--- config.mk ---
export PLATFORM = sky130hd
export DESIGN_NAME = io_switch_egress_buffer
export DESIGN_NICKNAME = d
export VERILOG_FILES = /design/src/rtl/io_switch_egress_buffer.sv
export SDC_FILE = /design/constraint.sdc
export NUM_CORES = 1
export LEC_CHECK = 0
export BUFFER_PORTS_ARGS = -buffer_cell sky130_fd_sc_hd__buf_2
export CAP_MARGIN = 5
export CORE_AREA = 2 2 108 110
export DETAILED_ROUTE_END_ITERATION = 16
export DIE_AREA = 0 0 110 112
export PLACE_DENSITY = 0.78
export SETUP_SLACK_MARGIN = 0.05
export SYNTH_ARGS = -nofsm -noshare
export SYNTH_HDL_FRONTEND = slang
export SYNTH_SLANG_ARGS = --single-unit
export TNS_END_PERCENT = 1
--- constraint.sdc ---
create_clock -name clk -period 2.9 [get_ports clk]
set_input_delay 0.145 -clock clk [delete_from_list [all_inputs] [get_ports clk]]
set_output_delay 0.145 -clock clk [all_outputs]
set_load 0.02 [all_outputs]
--- src/rtl/io_switch_egress_buffer.sv ---
// io_switch_egress_buffer
//   Elastic first-word-fall-through buffer for one output port of the 4x4
//   streaming I/O switch. It absorbs consumer backpressure and exposes
//   occupancy, a high-water mark and a saturating delivered-beat counter.
//
// Ports
//   clk, rst          : clock, synchronous active-high reset
//   in_data/in_valid  : beat from the switch output port
//   in_ready          : buffer can accept a beat (registered state only)
//   out_data/out_valid: head-of-queue beat to the consumer (FWFT)
//   out_ready         : consumer accepts the beat
//   level/full/empty  : current occupancy and its flags
//   high_water        : maximum level since reset or the last clr_stats
//   beat_count        : saturating count of delivered beats
//   clr_stats         : clears high_water (to next level) and beat_count
module io_switch_egress_buffer #(
  parameter int DATA_WIDTH = 32,
  parameter int DEPTH      = 4,
  parameter int CNT_WIDTH  = 16
) (
  input  logic                     clk,
  input  logic                     rst,
  input  logic [DATA_WIDTH-1:0]    in_data,
  input  logic                     in_valid,
  output logic                     in_ready,
  output logic [DATA_WIDTH-1:0]    out_data,
  output logic                     out_valid,
  input  logic                     out_ready,
  output logic [$clog2(DEPTH):0]   level,
  output logic                     full,
  output logic                     empty,
  output logic [$clog2(DEPTH):0]   high_water,
  output logic [CNT_WIDTH-1:0]     beat_count,
  input  logic                     clr_stats
);

  localparam int AW = $clog2(DEPTH);
  localparam int LW = AW + 1;

  logic [DATA_WIDTH-1:0] r_mem [DEPTH];
  logic [AW-1:0]         r_wr_ptr;
  logic [AW-1:0]         r_rd_ptr;
  logic [LW-1:0]         r_level;
  logic [LW-1:0]         r_high_water;
  logic [CNT_WIDTH-1:0]  r_beat_count;

  logic                  w_full;
  logic                  w_empty;
  logic                  w_push;
  logic                  w_pop;
  logic [LW-1:0]         w_level_nxt;

  function automatic logic [CNT_WIDTH-1:0] sat_inc(input logic [CNT_WIDTH-1:0] v);
    return (&v) ? v : v + CNT_WIDTH'(1);
  endfunction

  function automatic logic [LW-1:0] max_level(input logic [LW-1:0] a,
                                              input logic [LW-1:0] b);
    return (a > b) ? a : b;
  endfunction

  // Flags come only from the registered level, so in_ready has no path
  // from out_ready: a slot freed by a pop becomes usable one cycle later.
  assign w_full  = (r_level == LW'(DEPTH));
  assign w_empty = (r_level == '0);
  assign w_push  = in_valid && !w_full;
  assign w_pop   = !w_empty && out_ready;

  always_comb begin
    w_level_nxt = r_level;
    if (w_push && !w_pop)      w_level_nxt = r_level + LW'(1);
    else if (w_pop && !w_push) w_level_nxt = r_level - LW'(1);
  end

  // Storage is deliberately left unreset; only pointers and counters are.
  always_ff @(posedge clk) begin
    if (w_push) r_mem[r_wr_ptr] <= in_data;
  end

  always_ff @(posedge clk) begin
    if (rst) begin
      r_wr_ptr     <= '0;
      r_rd_ptr     <= '0;
      r_level      <= '0;
      r_high_water <= '0;
      r_beat_count <= '0;
    end else begin
      if (w_push) r_wr_ptr <= r_wr_ptr + AW'(1);
      if (w_pop)  r_rd_ptr <= r_rd_ptr + AW'(1);
      r_level <= w_level_nxt;
      // Clearing reloads the mark with the current occupancy, not zero.
      if (clr_stats) r_high_water <= w_level_nxt;
      else           r_high_water <= max_level(r_high_water, w_level_nxt);
      // Clear takes priority over a coincident pop.
      if (clr_stats)  r_beat_count <= '0;
      else if (w_pop) r_beat_count <= sat_inc(r_beat_count);
    end
  end

  assign in_ready   = !w_full;
  assign out_valid  = !w_empty;
  assign out_data   = r_mem[r_rd_ptr];
  assign level      = r_level;
  assign full       = w_full;
  assign empty      = w_empty;
  assign high_water = r_high_water;
  assign beat_count = r_beat_count;

endmodule
==> key figures <==
Run status
  – Outcome: finished clean

Power and ir drop
  – Total Power: around 6900 µW
  – P_int: 4890 µW
  – Net Sw Power: 2010 µW
  – Leak: between 0.002 and 0.003 µW
  – Comb pwr share: 25.8%
  – Sw frac: 29.1%
  – Max VDD drop: 0.000684 V
  – Sequential group share of total power: 40.8%
  – PwrDens: 886 nW/µm²
  – Clock Power Share: 33.4%

Synth
  – Gate Count Post-Synth: between 300 and 400
  – Cell variety after synth: 47
  – Post-synth net total: ~400
  – Synth Register Bits: roughly 160
  – Avg Cell Area, Syn: 17.8 µm²
  – Synthesized cell area: 6140 µm²
  – Yosys warnings: 0
  – Sequential share of the synthesized area: between 70% and 80%

Flow run
  – Max-cap violations: 0

STA
  – Slew Limit Fails: 0
  – Endpoints failing setup: 0
  – Final Critical Period: 2.62 ns
  – Final Cycle Share: 90.2%
  – Worst-Margin Slew: 0.838 ns
  – Setup ws final: approximately 0.28 ns
  – RSZ-0062 raised after global routing: false
  – Final Hold Fails: 0
  – Max Freq: 0.382 GHz
  – Relative slew slack: between 40% and 50%
  – Total Neg Setup Slack: 0 ns
  – Final setup skew: approximately 0.0097 ns

Placed design
  – Placed cell areas: 6830 µm²
  – Pre-CTS WS: approximately 0.13 ns
  – IO buf count: 94
  – DPL Wire Length: 7.17 mm
  – Gp weighted congestion: 0.884
  – Cells after DPL: 576

Worst setup path
  – R2R depth: 13
  – Critical Path Max Stage Delay: roughly 0.39 ns
  – Critical Path Sink Type: flop
  – Crit-path slowest cell: dfxtp_1
  – CP Max Fanout: 6
  – Crit path kind: reg2reg
  – Critical path's most frequent cell: ha_1
  – Worst EP arrival: 2.94 ns
  – CP startpoint kind: flop
  – Crit-path cells: inv_1 > ha_1 > nand2b_1 > buf_4 > and2_1 > nand3b_1 > o221ai_2 > ha_1 > nor2b_1 > o21a_1 > o21ai_2 > nor2_1 > a211oi_1
  – Worst path required time: 3.23 ns

CTS
  – Post-CTS setup buffer count: 0
  – Inserted Clock Buffers: 17
  – Reg clk slew, reported paths: 0.06 ns
  – Clock sink count: approximately 160
  – Max clock buf depth: 2
  – TritonCTS clock tree: done
  – Clk_lat worst skew: 0.41 ns
  – Htree depth: 4
  – CTS root buffer: clkbuf_16

Drt
  – Routed WL: ~12 mm
  – Routed Antenna Nets: 0
  – Avg WL per Cell: 18.2 µm
  – Drt drc: 0
  – DR pass1 iterations: 4
  – Vias per inst: 5.51
  – Routed via count: 3525
  – Iter 0 DRT Violations: 246

Cells and area
  – Antenna cells: 0
  – Design Area, Final: 7780 µm²
  – Nets: 532
  – Most frequent cells in the layout: edfxtp_1 (128), buf_2 (94), mux4_2 (32), dlygate4sd3_1 (32), dfxtp_1 (26)
  – Most common cell after layout, fill and taps aside: edfxtp_1
  – Share of cells above drive strength 1: a little over a third
  – P&R area growth vs syn: 26.7%
  – Multi-input gate area: ~1600 µm²
  – Fill cell count: 701
  – Final non-filler cell total: 640
  – Reg area: 4410 µm²

Floorplan
  – Die Y: approximately 110 µm
  – Ports: 95
  – CORE AREA: 11200 µm²
  – Initial core utilization: 55.0%
  – DIE WIDTH: 110 µm
  – Die area: 12300 µm²
  – Rows: 39

GRT
  – Largest net degree at the start of global routing: 33
  – First-pass GRT wire length: 18.1 mm
  – Remaining Overflow, GRT: 0
  – Gr usage total: 20.0%
  – Antenna violations before repair: 0
  – Number of global-route vias before repair: 3623

Hold path
  – WHS Path Cells: 2
  – Worst Hold Class: in2reg
-- metrics by stage --
stage	util [%]	hold WS [ns]
6_report	69.6	0.0628
5_1_grt	69.6	0.0713
4_1_cts	69.5	0.0479
3_5_place_dp	61.1	0.364
3_3_place_gp	61.1	0.355
2_1_floorplan	-	0.244
-- worst max-delay path, delay by kind of cell (launching register included) --
family          cells  cell delay, ns
compound gates      4            0.68
fa+ha+maj           2            0.53
buf+inv             2            0.26
flops               1            0.39
simple gates        5            0.67
-- repair_timing --
| item | 4_1_cts | 5_1_grt |
|---|---|---|
| hold buffers | 32 | 0 |
| endpoints found under the setup margin | 0 | 3 |
| endpoints found under the hold margin | 128 | 0 |
| gates resized for setup | 0 | 2 |
-- cells in the mapped netlist, drive strengths merged --
library cell | n | area (µm²)
o21ai | 2 | 10.0
nand2 | 10 | 40.0
a211o | 1 | 8.76
nor2 | 25 | 96.4
nor3b | 1 | 7.51
o221ai | 1 | 8.76
nor2b | 2 | 12.5
nor3 | 2 | 10.0
or4 | 1 | 7.51
a2111oi | 1 | 15.0
xor2 | 1 | 8.76
nand3b | 1 | 7.51
a211oi | 6 | 57.6
o22ai | 2 | 12.5
nor4 | 1 | 6.26
a21oi | 7 | 38.8
a21o | 2 | 15.0
a31o | 1 | 8.76
mux4 | 32 | 721
ha | 11 | 138
nand2b | 4 | 25.0
nand4 | 5 | 31.3
o311ai | 1 | 8.76
xnor2 | 13 | 121
dfxtp | 28 | 561
clkbuf | 6 | 22.5
o21a | 1 | 7.51
buf | 7 | 40.0
and3 | 4 | 25.0
nand3 | 10 | 62.6
inv | 11 | 41.3
edfxtp | 128 | 3840
a31oi | 2 | 12.5
o41ai | 2 | 17.5
and4 | 1 | 8.76
or2 | 1 | 6.26
or3 | 1 | 6.26
mux2i | 2 | 20.0
and2 | 8 | 50.1
-- routing by layer --
| metal | up-vias | part of all wire [%] | wire [µm] | global-route usage, % |
|---|---|---|---|---|
| li1 | 1643 | - | - | - |
| met1 | 1741 | 42 | 4930 | 25.5 |
| met2 | 121 | 50 | 5850 | 32.4 |
| met3 | 20 | 6.1 | 712 | 6.09 |
| met4 | 0 | 1.5 | 177 | 7.09 |
| met5 | - | 0 | 0 | 0 |
-- registers in the layout, indices dropped and copies added, names as in the netlist, named ones only --
register,cells
beat_count,16
high_water,3
level,3
r_mem,128
r_rd_ptr,2
r_wr_ptr,2
-- logic make-up (layout without fill, tap and decap cells) --
logic type	after synthesis	after routing	share of synthesized area [%]
DFF	156	156	71.7
and+or+nand+nor	77	77	6.56
muxes	34	34	12.1
AOI/OAI and AO/OA	29	29	3.61
buffers and inverters	24	176	1.69
xor gates and xnor gates	14	14	2.12
adders and majority gates	11	11	2.24
-- path summary, 6_finish.rpt --
kind | start | slack, ns | end
min | rst | 0.06 | flop
min reg2reg | high_water[0]$_SDFFE_PP0P_ | 0.52 | high_water[0]$_SDFFE_PP0P_
max | level[0]$_SDFF_PP0_ | 0.28 | high_water[2]$_SDFFE_PP0P_
max reg2reg | level[0]$_SDFF_PP0_ | 0.28 | high_water[2]$_SDFFE_PP0P_
-- final cells by class --
type | count | area share [%]
flip-flops and latches | 156 | 56.7
multi-input cells | 165 | 21.2
repair buffers | 133 | 11.3
clock buffers | 17 | 5.47
clock inverters | 15 | 2.53
well taps | 143 | 2.30
inverters | 11 | 0.531
-- power groups by stage --
stage | sequential [µW] | combinational (µW) | clock [µW]
floorplan | 2800 | 1260 | 0
global placement | 2840 | 1690 | 0
detailed placement | 2860 | 1740 | 0
CTS | 2820 | 1780 | 2350
global route | 2840 | 1930 | 2430
finish | 2810 | 1780 | 2300
Note: power is estimated with default switching activity, not from simulation.
